File: src/rtl/seq_detector_param_if.sv
// rtl/seq_detector_param_if.sv - serial input and match status bundle for seq_detector_param
interface seq_detector_param_if #(
  parameter int CNT_W = 8
);
  logic             din;
  logic             din_valid;
  logic             overlap_en;
  logic             clear;
  logic             dout;
  logic [CNT_W-1:0] match_count;
  logic             count_ovf;

  modport master (
    output din, din_valid, overlap_en, clear,
    input  dout, match_count, count_ovf
  );

  modport slave (
    input  din, din_valid, overlap_en, clear,
    output dout, match_count, count_ovf
  );
endinterface

File: src/rtl/seq_detector_param.sv
// rtl/seq_detector_param.sv - parametrised serial pattern detector with match counter
// MSB of PATTERN is the first bit received; hist holds the newest bit in its LSB.
module seq_detector_param #(
  parameter int             PAT_W   = 4,
  parameter logic [PAT_W-1:0] PATTERN = 4'b0110,
  parameter int             CNT_W   = 8
) (
  input  logic               clk,
  input  logic               reset_n,
  seq_detector_param_if.slave bus
);
  localparam int FILL_W = $clog2(PAT_W + 1);
  localparam logic [FILL_W-1:0] FILL_FULL = FILL_W'(PAT_W);

  logic [PAT_W-1:0]  hist;
  logic [PAT_W-1:0]  hist_n;
  logic [FILL_W-1:0] fill;
  logic [FILL_W-1:0] fill_n;
  logic              match;
  logic              dout_r;
  logic [CNT_W-1:0]  cnt;
  logic              ovf;

  // fill gating keeps all-zero/all-one patterns from matching on reset history
  always_comb begin
    hist_n = {hist[PAT_W-2:0], bus.din};
    fill_n = (fill == FILL_FULL) ? FILL_FULL : fill + FILL_W'(1);
    match  = bus.din_valid && (fill_n == FILL_FULL) && (hist_n == PATTERN);
  end

  always_ff @(posedge clk or negedge reset_n) begin
    if (!reset_n) begin
      hist   <= '0;
      fill   <= '0;
      dout_r <= 1'b0;
      cnt    <= '0;
      ovf    <= 1'b0;
    end else if (bus.clear) begin
      hist   <= '0;
      fill   <= '0;
      dout_r <= 1'b0;
      cnt    <= '0;
      ovf    <= 1'b0;
    end else if (bus.din_valid) begin
      hist   <= hist_n;
      dout_r <= match;
      if (match) begin
        cnt <= cnt + CNT_W'(1);
        if (&cnt)
          ovf <= 1'b1;
        // non-overlapping mode restarts the fill so the next match needs fresh bits
        fill <= bus.overlap_en ? fill_n : '0;
      end else begin
        fill <= fill_n;
      end
    end else begin
      dout_r <= 1'b0;
    end
  end

  assign bus.dout        = dout_r;
  assign bus.match_count = cnt;
  assign bus.count_ovf   = ovf;
endmodule

File: src/flat_wrapper.sv
// flat-port wrapper written by rule: the top's interface ports become plain ports
module seq_detector_param_flat 
#(
  parameter int             PAT_W   = 4,
  parameter logic [PAT_W-1:0] PATTERN = 4'b0110,
  parameter int             CNT_W   = 8
)
  (clk, reset_n, bus_din, bus_din_valid, bus_overlap_en, bus_clear, bus_dout, bus_match_count, bus_count_ovf);
  seq_detector_param_if #(.CNT_W(CNT_W)) bus_i ();
  input  logic clk;
  input  logic reset_n;
  input wire logic [$bits(bus_i.din)-1:0] bus_din;
  input wire logic [$bits(bus_i.din_valid)-1:0] bus_din_valid;
  input wire logic [$bits(bus_i.overlap_en)-1:0] bus_overlap_en;
  input wire logic [$bits(bus_i.clear)-1:0] bus_clear;
  output wire logic [$bits(bus_i.dout)-1:0] bus_dout;
  output wire logic [$bits(bus_i.match_count)-1:0] bus_match_count;
  output wire logic [$bits(bus_i.count_ovf)-1:0] bus_count_ovf;
  assign bus_i.din = bus_din;
  assign bus_i.din_valid = bus_din_valid;
  assign bus_i.overlap_en = bus_overlap_en;
  assign bus_i.clear = bus_clear;
  assign bus_dout = bus_i.dout;
  assign bus_match_count = bus_i.match_count;
  assign bus_count_ovf = bus_i.count_ovf;
  seq_detector_param #(.PAT_W(PAT_W), .PATTERN(PATTERN), .CNT_W(CNT_W)) u_core (.clk(clk), .reset_n(reset_n), .bus(bus_i));
endmodule
File: config.mk
export PLATFORM = sky130hd
export DESIGN_NAME = seq_detector_param_flat
export DESIGN_NICKNAME = d
export VERILOG_FILES = /design/src/rtl/seq_detector_param_if.sv /design/src/rtl/seq_detector_param.sv /design/src/flat_wrapper.sv
export SDC_FILE = /design/constraint.sdc
export NUM_CORES = 1
export LEC_CHECK = 0
export CAP_MARGIN = 5
export CELL_PAD_IN_SITES_DETAIL_PLACEMENT = 1
export CELL_PAD_IN_SITES_GLOBAL_PLACEMENT = 1
export CORE_MARGIN = 10
export CORE_UTILIZATION = 38
export DETAILED_ROUTE_END_ITERATION = 10
export HOLD_SLACK_MARGIN = 0.08
export PLACE_DENSITY = 0.81
export SYNTH_ARGS = -nofsm -noshare
export SYNTH_HDL_FRONTEND = slang
export SYNTH_SLANG_ARGS = --single-unit
File: constraint.sdc
create_clock -name clk -period 2.6 [get_ports clk]
set_clock_uncertainty 0.2 [all_clocks]
set_input_delay 0.65 -clock clk [delete_from_list [all_inputs] [get_ports clk]]
set_output_delay 0.65 -clock clk [all_outputs]
set_load 0.02 [all_outputs]
Word-level counts from Yosys, hierarchy flattened
Index checks and enable logic that the tools add are counted.
{ "totals": {"register_bits": 16} }
{ "op_classes": {"reduce_logical": 8, "eq_ne": 3, "n_mux": 16, "addsub": 2} }
{ "op_table": {"columns": ["operator", "count"], "rows": [
  ["8-bit two-way mux", 3],
  ["3-bit two-way mux", 7],
  ["8-bit by 1-bit adder with 8-bit output (second input constant)", 1],
  ["8-bit AND reduction", 1],
  ["3-bit equality test (second input constant)", 2],
  ["1-bit two-way mux", 6],
  ["2-bit nonzero test", 3],
  ["4-bit by 3-bit equality test with 1-bit output (second input constant)", 1],
  ["3-bit by 1-bit adder with 3-bit output (second input constant)", 1],
  ["3-bit AND reduction", 1],
  ["1-bit logical AND", 2],
  ["2-bit AND reduction", 1]
]} }

Longest topological paths before layout
{ "logic_depth": {"depth_word": 8, "ltp_mapped": 8} }

Worst setup path before layout
OpenSTA, ideal clock, no wires.
{ "synth_path": {"kind": "in2reg", "from": "input bus_din", "to": "register u_core.cnt[5], in the netlist u_core.bus.match_count[5]", "required_ns": 2.272, "setup_slack_ns": 0.437, "arrival_time_ns": 1.835, "n_path_buf": 1, "stages": 5, "setup_ns": 0.128, "path_cell_list": "nand4bb_1 or3_1 buf_2 nor4_1 mux2_1"} }
{ "synth_between": {"elab_chain_cells": 4} }
{ "synth_lines": {"columns": ["element", "line_no", "text"], "rows": [
  ["start: declaration", "flat_wrapper.sv:12", "input wire logic [$bits(bus_i.din)-1:0] bus_din;"],
  ["4-bit by 3-bit equality test with 1-bit output", "seq_detector_param.sv:28", "match = bus.din_valid && (fill_n == FILL_FULL) && (hist_n == PATTERN);"],
  ["1-bit logical AND", "seq_detector_param.sv:28", null],
  ["2-bit nonzero test (no source line)", null, null],
  ["2-bit AND reduction (no source line)", null, null],
  ["end signal: assignment", "seq_detector_param.sv:48", "cnt <= cnt + CNT_W'(1);"],
  ["end: declaration", "seq_detector_param.sv:21", "logic [CNT_W-1:0] cnt;"]
]} }
Every way passes these cells.
A chain may end at the register's enable or synchronous reset.

Worst setup path after layout
Ends and elaborated chain as after synthesis.

==> results by stage <==
Detailed routing:
- After the first detailed-routing iteration, the DRC count stood at 10.
- The average via count per standard cell is 5.53.
- After detailed routing, the number of remaining DRC violations is 0.
- The number of detailed-routing iterations run before antenna repair is 4.
- Wires add up to 2100 um.
- Once detail routing completed, the nets flagged for antenna violations numbered 0.
- In the final routed layout, each cell accounts on average for 15.8 um.
- Across all layers, the routed design uses around 740 vias.

Clock network:
- The worst-skew pair later-pin latency is 290 ps.
- The clock tree root driver cell is sky130_fd_sc_hd__clkbuf_4.
- Clock-pin slew was measured on the worst setup and hold paths at 100 ps.
- The clock tree from TritonCTS is done.
- The total CTS buffers is 3.
- The buffer depth of the longest clock path is 2.
- The number of setup buffers added after CTS is 0.
- Counting every sink on the clock net gives 16.
- The count of cells resized by post-cts repair is 0.
- Buffers inserted to repair hold after CTS numbered 0.
- The number of H-tree branching levels is 1.

Pwr:
- The total design power is 465 uW.
- In this run the static leakage power is 0.468 nW.
- IR analysis of the VDD net gives a maximum drop of 0.268 mV.
- The areal power density over the cells is 426 nW/um^2.

Die:
- The core outline area is 2170 sq um.
- The total I/O pin count is 16.
- The initialized floorplan defines 17 standard-cell rows.
- The height of the die is ~67 um.
- The area of the die is around 4500 sq um.
- The initial core utilization is 38.9%.
- Measured along the x axis, the die boundary spans 67.1 um.

Yosys:
- In the synthesized netlist, the cells that appear most often are sky130_fd_sc_hd__dfrtp_1 (16), sky130_fd_sc_hd__a21oi_1 (8), sky130_fd_sc_hd__nor2_1 (7), sky130_fd_sc_hd__inv_1 (5), sky130_fd_sc_hd__mux2i_1 (5).
- The share of the Yosys chip area taken by registers is 47.4%.
- Among all flip-flop cells after synthesis, the most frequent one is sky130_fd_sc_hd__dfrtp_1.
- By area the synthesized netlist is led by sky130_fd_sc_hd__dfrtp_1 (47%), sky130_fd_sc_hd__mux2i_1 (5.9%), sky130_fd_sc_hd__a21oi_1 (4.7%).
- The most frequent cell after synthesis is sky130_fd_sc_hd__dfrtp_1.
- The synthesized design devotes to its leading area cell type between 40% and 50% of total area.
- Counting every net in the synthesized netlist gives 93.
- Yosys mapped the design onto 28 distinct sky130hd cell types.
- The average cell area after synthesis is 10.1 sq um.
- Yosys mapped a number of flops with a built-in enable equal to 0.
- The Yosys warning count is 0.
- The post-synth design cell area is 845 sq um.
- The synthesized design contains 16 register bits.
- The cell count after synthesis is 84.
- sky130_fd_sc_hd__dfrtp_1 takes more of the synthesized area than any other cell.
- Of all flip-flops after synthesis, the portion carrying an async set or reset was 100%.

Status:
- The flow ran to the end, and the final reports show no timing, DRC or antenna violations.

STA:
- For the pin with the worst max-slew slack, the measured transition is 773 ps.
- The final-report max-slew violation count is 0.
- Setup repair after global routing left no endpoint under its margin.
- Timing would allow up to roughly 0.4 GHz.
- The final-report hold violation count came to 0.
- Dividing the final minimum period by the clock period gives 94.7%.
- The count of final setup violators is 0.
- The worst-case headroom to the max-slew limit is about half.
- Subtracting the final worst setup slack from the clock period gives around 2500 ps.

Setup path:
- The cell type group with the largest total delay on the critical path is simple AND/OR/NAND/NOR gates.
- The setup path with the least slack is of type in -> reg.
- The peak per-stage delay on the critical path is 460 ps.
- Walking the worst path, the cells encountered are clkdlybuf4s50_1 -> nand4bb_1 -> or3_1 -> nor4_1 -> mux2_1.
- For the worst setup path, the data arrival time is 2440 ps.
- The slowest cell on the critical path is sky130_fd_sc_hd__or3_1.
- The element type at the critical path start is an input port.
- The count of buffer and inverter cells on the critical path is 1.
- Along the worst path, the maximum fanout reaches 10.
- At the worst endpoint, the required time is between 2000 and 3000 ps.
- The kind of end point of the critical path is a flop.

Place:
- Once detailed placement completed, the half-perimeter wirelength came to ~1600 um.
- At the end of routability-driven placement, the weighted congestion stood at 0.765.
- Buffers placed on the I/O ports in this run total 15.

Run:
- Across the run, the number of max-cap violations was 0.

GRT:
- The global-route wire length before repair is between 3000 and 4000 um.
- The pin count of the biggest net entering global routing is 17.
- The number of antenna violations at the first check in global routing is 0.
- Global routing finished with a remaining overflow of 0.
- The total global-route track usage is 10.0%.
- The via count of the first global-routing pass is around 780.

Finish:
- In the final design database the tool counted 115 nets.
- The repair_antennas step left the layout with diodes totalling 0.
- From synthesis to final layout, the design area changed by 29.5%.
- After filler insertion, the fill cell instance count of the layout stands at 248.
- The fraction of final layout cells with drive strength greater than 1 is 11.4%.
- The utilization of the core after routing is 50.4%.

Min path:
- The path class of the tightest hold or removal check is reg -> reg.
==> per-layer routing <==
metal	routed length [um]	up-vias	GRT usage, %
met1	929	373	11.0
met3	79	5	2.98
met5	0	-	0
met2	1070	9	18.1
met4	20	0	3.08
li1	-	349	-
==> layout by cell type, fill, tap and decap left out <==
cell type / instances
sky130_fd_sc_hd__nor4_1: 1
sky130_fd_sc_hd__buf_4: 8
sky130_fd_sc_hd__nor2_1: 7
sky130_fd_sc_hd__or3_1: 3
sky130_fd_sc_hd__nor2b_1: 3
sky130_fd_sc_hd__a21oi_1: 8
sky130_fd_sc_hd__mux2i_1: 5
sky130_fd_sc_hd__and4_1: 1
sky130_fd_sc_hd__nand4_1: 2
sky130_fd_sc_hd__nand4bb_1: 1
sky130_fd_sc_hd__nand2_1: 1
sky130_fd_sc_hd__nand3_1: 2
sky130_fd_sc_hd__o21ai_0: 2
sky130_fd_sc_hd__nand3b_1: 1
sky130_fd_sc_hd__clkdlybuf4s50_1: 15
sky130_fd_sc_hd__clkbuf_4: 3
sky130_fd_sc_hd__nor3_1: 2
sky130_fd_sc_hd__ha_1: 3
sky130_fd_sc_hd__inv_1: 5
sky130_fd_sc_hd__mux2_1: 2
sky130_fd_sc_hd__o21ai_1: 1
sky130_fd_sc_hd__a211oi_1: 1
sky130_fd_sc_hd__o211ai_1: 1
sky130_fd_sc_hd__o31ai_1: 4
sky130_fd_sc_hd__dfrtp_1: 16
sky130_fd_sc_hd__and3b_1: 1
sky130_fd_sc_hd__or4_1: 4
sky130_fd_sc_hd__a41o_1: 1
sky130_fd_sc_hd__clkbuf_8: 1
==> cell families after synthesis <==
kind of cell	Yosys count	synth area share, %
compound gates	18	13.0
fa+ha+maj	3	4.44
buf+inv	11	6.07
flops	16	47.4
mux	7	8.59
simple gates	29	20.4
==> stage by stage <==
stage          hold WS (ps)  instance area (sq um)  worst slack, ps  TNS [ps]  std cells
6_report                333                   1090              137         0        133
5_1_grt                 392                   1090             62.3         0        133
3_3_place_gp            306                   1060            -93.6      -438        129
3_5_place_dp            318                   1060             -137      -700        129
4_1_cts                 342                   1090              151         0        133
2_1_floorplan           154                    845              437         0         84
==> worst reg2reg max path, stage by stage (launching register included) <==
cell                      delay [ps]
sky130_fd_sc_hd__dfrtp_1         400
sky130_fd_sc_hd__inv_1            60
sky130_fd_sc_hd__ha_1            300
sky130_fd_sc_hd__or3_1           520
sky130_fd_sc_hd__nor4_1          370
sky130_fd_sc_hd__mux2_1          350
==> report_power, final <==
group          internal (mW)  switching [mW]
clock network         0.0852          0.0808
logic                 0.0196          0.0230
registers              0.253         0.00376
total                  0.358           0.107
==> final timing paths <==
check	start	end	slack [ps]	cells past startpoint
max	bus_din	u_core.bus.match_count[5]	140	5
min	u_core.hist[2]	u_core.hist[2]	330	2
max reg2reg	u_core.fill[0]	u_core.bus.match_count[5]	290	5
min in group asynchronous	reset_n	u_core.bus.match_count[0]	500	2
max in group asynchronous	reset_n	u_core.fill[2]	1520	2
min reg2reg	u_core.hist[2]	u_core.hist[2]	330	2
==> sequential cells by signal (all words and copies together), names as in the netlist <==
signal                  count
u_core.bus.match_count      8
u_core.hist                 3
u_core.bus.count_ovf        1
u_core.bus.dout             1
u_core.fill                 3
==> area by class of cell <==
cell class	count	area [sq um]	share of cell area, %
tap	28	35.0	3.20
multi-input combinational	57	393	35.9
sequential	16	400	36.6
timing repair buffer	23	210	19.2
inverter	5	18.8	1.72
clock buffer	4	36.3	3.32
No activity file was read; power rests on OpenSTA's default activity.
